===== src/rtl/ravenoc_pkg.sv =====
// ravenoc_pkg: shared types and constants for the RaveNoC router output allocation
package ravenoc_pkg;

    localparam int NOC_IN_PORTS = 5;

    typedef enum logic {
        IDLE,
        LOCKED
    } arb_state_t;

endpackage


===== src/rtl/ravenoc_rr_picker.sv =====
// ravenoc_rr_picker: round-robin winner among a candidate mask, starting after last
module ravenoc_rr_picker
    import ravenoc_pkg::*;
#(
    parameter int N_INPUTS = NOC_IN_PORTS,
    parameter int IDX_W    = $clog2(N_INPUTS)
) (
    input  logic [N_INPUTS-1:0] mask,
    input  logic [IDX_W-1:0]    last,
    output logic [IDX_W-1:0]    winner,
    output logic                any
);

    logic [IDX_W-1:0]      start;
    logic [2*N_INPUTS-1:0] dbl;
    logic [N_INPUTS-1:0]   rot;
    logic [IDX_W-1:0]      pos;
    logic [IDX_W:0]        sum;

    // Rotation start wraps explicitly since N_INPUTS need not be a power of two
    assign start = (last == IDX_W'(N_INPUTS - 1)) ? '0 : last + 1'b1;
    assign dbl   = {mask, mask} >> start;
    assign rot   = dbl[N_INPUTS-1:0];

    // Priority-encode the lowest set bit of the rotated mask
    always_comb begin
        pos = '0;
        for (int i = N_INPUTS - 1; i >= 0; i--) pos = rot[i] ? IDX_W'(i) : pos;
    end

    // Un-rotate: add the start offset back and wrap modulo N_INPUTS
    assign sum    = {1'b0, pos} + {1'b0, start};
    assign winner = IDX_W'((sum >= (IDX_W+1)'(N_INPUTS)) ? sum - (IDX_W+1)'(N_INPUTS) : sum);
    assign any    = |mask;

endmodule


===== src/rtl/ravenoc_out_arbiter.sv =====
// ravenoc_out_arbiter: wormhole round-robin allocator for one router output port
module ravenoc_out_arbiter
    import ravenoc_pkg::*;
#(
    parameter int N_INPUTS = NOC_IN_PORTS,
    parameter int IDX_W    = $clog2(N_INPUTS)
) (
    input  logic                clk,
    input  logic                arst,
    input  logic [N_INPUTS-1:0] req_i,
    input  logic [N_INPUTS-1:0] head_i,
    input  logic [N_INPUTS-1:0] tail_i,
    input  logic                out_rdy_i,
    output logic [N_INPUTS-1:0] grant_o,
    output logic [IDX_W-1:0]    sel_o,
    output logic                out_vld_o,
    output logic                busy_o,
    output logic                err_o
);

    arb_state_t       state, next_state;
    logic [IDX_W-1:0] owner, last, winner;
    logic             err, fired, any, busy, fire, tail_fire, bad_body, dup_head;

    ravenoc_rr_picker #(.N_INPUTS(N_INPUTS), .IDX_W(IDX_W)) u_picker (
        .mask   (req_i & head_i),
        .last   (last),
        .winner (winner),
        .any    (any)
    );

    assign busy      = state == LOCKED;
    assign fire      = busy & req_i[owner] & out_rdy_i;
    assign tail_fire = fire & tail_i[owner];
    assign bad_body  = ~busy & |(req_i & ~head_i);
    assign dup_head  = busy & fired & req_i[owner] & head_i[owner];

    // State register; reset drops any lock immediately
    always_ff @(posedge clk) begin
        if (!arst) state <= IDLE;
        else       state <= next_state;
    end

    // Lock on any head candidate, release only after the owner's tail fires
    always_comb begin
        next_state = busy ? (tail_fire ? IDLE : LOCKED) : (any ? LOCKED : IDLE);
    end

    // Owner capture, round-robin pointer, first-fire tracking and sticky error
    always_ff @(posedge clk) begin
        if (!arst) begin
            owner <= '0;
            last  <= IDX_W'(N_INPUTS - 1);
            fired <= 1'b0;
            err   <= 1'b0;
        end else begin
            if (!busy && any) begin
                owner <= winner;
                fired <= 1'b0;
            end
            if (fire)      fired <= 1'b1;
            if (tail_fire) last  <= owner;
            err <= err | bad_body | dup_head;
        end
    end

    // Outputs depend only on registered state, req_i and out_rdy_i
    always_comb begin
        grant_o   = (busy & out_rdy_i) ? (N_INPUTS'(1) << owner) & req_i : '0;
        out_vld_o = busy & req_i[owner];
        busy_o    = busy;
        sel_o     = owner;
        err_o     = err;
    end

endmodule


===== config.mk =====
export PLATFORM = sky130hd
export DESIGN_NAME = ravenoc_out_arbiter
export DESIGN_NICKNAME = d
export VERILOG_FILES = /design/src/rtl/ravenoc_pkg.sv /design/src/rtl/ravenoc_rr_picker.sv /design/src/rtl/ravenoc_out_arbiter.sv
export SDC_FILE = /design/constraint.sdc
export NUM_CORES = 1
export LEC_CHECK = 0
export BUFFER_PORTS_ARGS = -buffer_cell sky130_fd_sc_hd__buf_2
export CORE_MARGIN = 5
export CORE_UTILIZATION = 58
export DETAILED_ROUTE_END_ITERATION = 12
export HOLD_SLACK_MARGIN = 0.08
export PLACE_DENSITY_LB_ADDON = 0.1
export SLEW_MARGIN = 40
export SYNTH_ARGS = -nofsm -noshare
export SYNTH_HDL_FRONTEND = slang
export SYNTH_SLANG_ARGS = --single-unit

===== constraint.sdc =====
create_clock -name clk -period 7.46 [get_ports clk]
set_clock_uncertainty 0.15 [all_clocks]
set_input_delay 0.746 -clock clk [delete_from_list [all_inputs] [get_ports clk]]
set_output_delay 0.746 -clock clk [all_outputs]
set_load 0.02 [all_outputs]

==> key figures <==
Synth
  – Post-Synthesis Cells: 151
  – Fraction of synthesis flops using an asynchronous set or reset pin: 0%
  – Sequential area share after synthesis: 14.8%
  – Largest family of logic cells by synthesized area: simple AND/OR/NAND/NOR gates
  – XOR/XNOR share of the synthesized area: 2.16%
  – Simple-gate share of the synthesized area: 30.4%
  – Yosys top cell by area: dfxtp_1
  – Count leader, synth: nand2_1
  – Synth top cells by count: nand2_1 (17), nor2_1 (12), inv_1 (11), mux2i_1 (10), dfxtp_1 (9)
  – Mux cell area share after synthesis: 21.2%
  – Synth cell types: 49
  – Number of synthesized flops with an enable pin: 0
  – Synth Flop Type: dfxtp_1
  – Flops & latches, synth: 9
  – Area share of the largest cell type after synthesis: 14.8%
  – Post-synthesis compound-gate area fraction: 17.0%
  – Post-synthesis instance area: 1220 sq um
  – Mapped Nets: 176
  – Post-Synth Adder-Cell Area: 7.81%
  – Yosys warns: 0
  – Post-Syn Area per Cell: 8.06 sq um
  – Synth area leaders: dfxtp_1 (15%), mux2i_1 (8.2%), mux4_1 (6.5%)

Hold path
  – Min-Delay Path Class: flip-flop to flip-flop
  – Worst hold path stage count: 1

Placed design
  – DP HPWL: 2390 um
  – Inst Count DP: 200
  – Input/output buffers: 28
  – Routability cong.: 0.855

GRT
  – Total grt overflow: 0
  – First-pass GRT wire length: 5140 um
  – Largest net degree at the start of global routing: 15
  – Number of global-route vias before repair: 1198
  – GRT Overall Usage: 19.8%
  – Initial antenna violation count: 0

Routing
  – DRT antenna net count: 0
  – TritonRoute pass-1 iters: 6
  – DRC: 0
  – Iter 0 DRT Violations: 27
  – Vias post-DR: 1222
  – Routed length per instance: 14.7 um
  – Post-Route WL: 3010 um
  – Via/cell ratio: 5.99

CTS
  – Post CTS Setup Buffer Count: 0
  – Clk Latency, worst-skew pair: 0.27 ns
  – Clk sinks: 9
  – Root buffer cell: clkbuf_4
  – CTS tree: done
  – Num CTS Buffers: 3
  – Clk buf depth: 2
  – Htree depth: 1
  – Cts repair resizes: 0
  – Clock slew at the register clock pins of the worst setup and hold paths: 0.06 ns
  – Hold buffer count at cts: 0

Power
  – Clock power share: 20.3%
  – Cell-internal power: 0.113 mW
  – Comb power frac: 47.1%
  – P_leak: 0.660 nW
  – Sw frac: 41.1%
  – Worst VDD drop: 0.168 mV
  – Seq pwr share: 32.6%
  – PwrDens: 139 nW/um^2
  – Sw power: 0.0787 mW

Critical path
  – Crit-path max FO: 10
  – Crit path DAT: 4.95 ns
  – Crit path kind: flip-flop to flip-flop
  – FF-to-FF path depth: 17
  – Worst path bufs/invs: 2
  – CP Capture Type: flip-flop
  – Critical path depth in cells: 17
  – Cell Chain, Critical Path: inv_1 > ha_1 > mux4_2 > a222oi_1 > a21oi_2 > and2b_2 > and2_1 > fa_1 > inv_1 > ha_1 > nor2b_1 > nor2_1 > o21ai_0 > nand2_1 > o21ba_1 > nor4_1 > or3_1
  – Largest delay share family, worst path: simple AND/OR/NAND/NOR gates
  – Startpoint Class: flip-flop
  – CP max stage delay: 0.60 ns
  – CP max stage cell: a222oi_1
  – CP required: 7.46 ns

STA
  – Setup TNS: 0 ns
  – Final Max Slew Viols: 0
  – Period utilization: 66.3%
  – Endpoints failing hold: 0
  – Max Fclk: 0.202 GHz
  – Hold Slack: 0.337 ns
  – Final setup violation count: 0
  – Max_slew headroom: 60.8%
  – Clock period minus final worst setup slack: 4.95 ns
  – RSZ-0062 raised after global routing: false
  – Worst slew pin tran: 0.588 ns

Finish
  – Ant diodes: 0
  – P&R area growth vs syn: 13.3%
  – Final nets: 203
  – Layout cells sized above 1: 24.9%
  – Non-Filler Instances: 204

Die
  – Initial Utilization: 61.4%
  – Die width: 55.8 um
  – I/O Pins: 29
  – Standard-cell rows: 16
  – Die height: 55.8 um
  – Core Box Area: 1980 sq um
  – Die area: 3120 sq um

Run
  – Maximum Capacitance Violations: 0

Status
  – Outcome: completed
cell families (layout without fill, tap and decap cells):
group,after synthesis,count (layout)
multiplexers,17,17
XOR/XNOR,3,3
AND/OR/NAND/NOR,68,68
adder cells (fa/ha/maj),7,7
flip-flops,9,9
buffers and inverters,17,43
AO/OA/AOI/OAI,30,30
routing by layer:
layer,up-vias,GRT usage [%],part of all wire [%]
li1,606,-,-
met1,567,25.3,44
met2,42,33.6,47
met3,7,2.09,6.2
met4,0,8.14,2.5
met5,-,0,0
power by group through the flow:
stage               combinational [mW]  clock, mW  sequential, mW
floorplan                       0.0687          0          0.0613
global placement                0.0868          0          0.0634
detailed placement              0.0901          0          0.0635
CTS                             0.0906     0.0405          0.0623
global route                     0.101     0.0433          0.0640
finish                          0.0902     0.0389          0.0624
final cells by class:
| cell class | instances | area (sq um) |
|---|---|---|
| Tap cell | 27 | 33.8 |
| Inverter | 11 | 41.3 |
| Clock inverter | 1 | 5.00 |
| Fill cell | 157 | 603 |
| Multi-Input combinational cell | 125 | 956 |
| Timing Repair Buffer | 28 | 140 |
| Sequential cell | 9 | 180 |
| Clock buffer | 3 | 22.5 |
worst paths after layout:
check             startpoint  endpoint  slack, ns
setup / recovery     last[0]  sel_o[2]       2.51
hold / removal         err_o     err_o       0.34
setup reg to reg     last[0]  sel_o[2]       2.51
hold reg to reg        err_o     err_o       0.34
placed cells by master, fill, tap and decap left out, types with 2 or more instances in the layout:
cell type  instances
xnor2_1            2
a21oi_1            6
a222oi_1           2
mux4_2             3
nand2b_1           3
mux4_1             3
o211ai_1           2
and2_1             3
inv_1             11
mux2i_1           10
nor2b_1            7
clkbuf_4           3
nor4_1             2
nand3_1            4
and3_2             2
and3_1             2
nand4_1            2
nand2_1           17
buf_2             28
nor3b_1            2
o21ai_0            6
ha_1               6
dfxtp_1            9
and2_0             2
a31oi_1            3
nand3b_1           2
nor2_1            12
a21oi_2            2
per-stage QoR:
| step | setup slack, ns | cell area [sq um] | power, mW | util [%] |
|---|---|---|---|---|
| 2_1_floorplan | 3.00 | 1220 | 0.130 | - |
| 3_3_place_gp | 2.75 | 1350 | 0.150 | 68.2 |
| 3_5_place_dp | 2.57 | 1350 | 0.154 | 68.2 |
| 4_1_cts | 2.55 | 1380 | 0.193 | 69.6 |
| 5_1_grt | 2.11 | 1380 | 0.208 | 69.6 |
| 6_report | 2.51 | 1380 | 0.192 | 69.6 |
registers in the layout, indices dropped and copies added, names as in the netlist:
name,flops
err_o,1
fired,1
sel_o,3
busy_o,1
last,3
No activity file was read; power rests on OpenSTA's default activity.
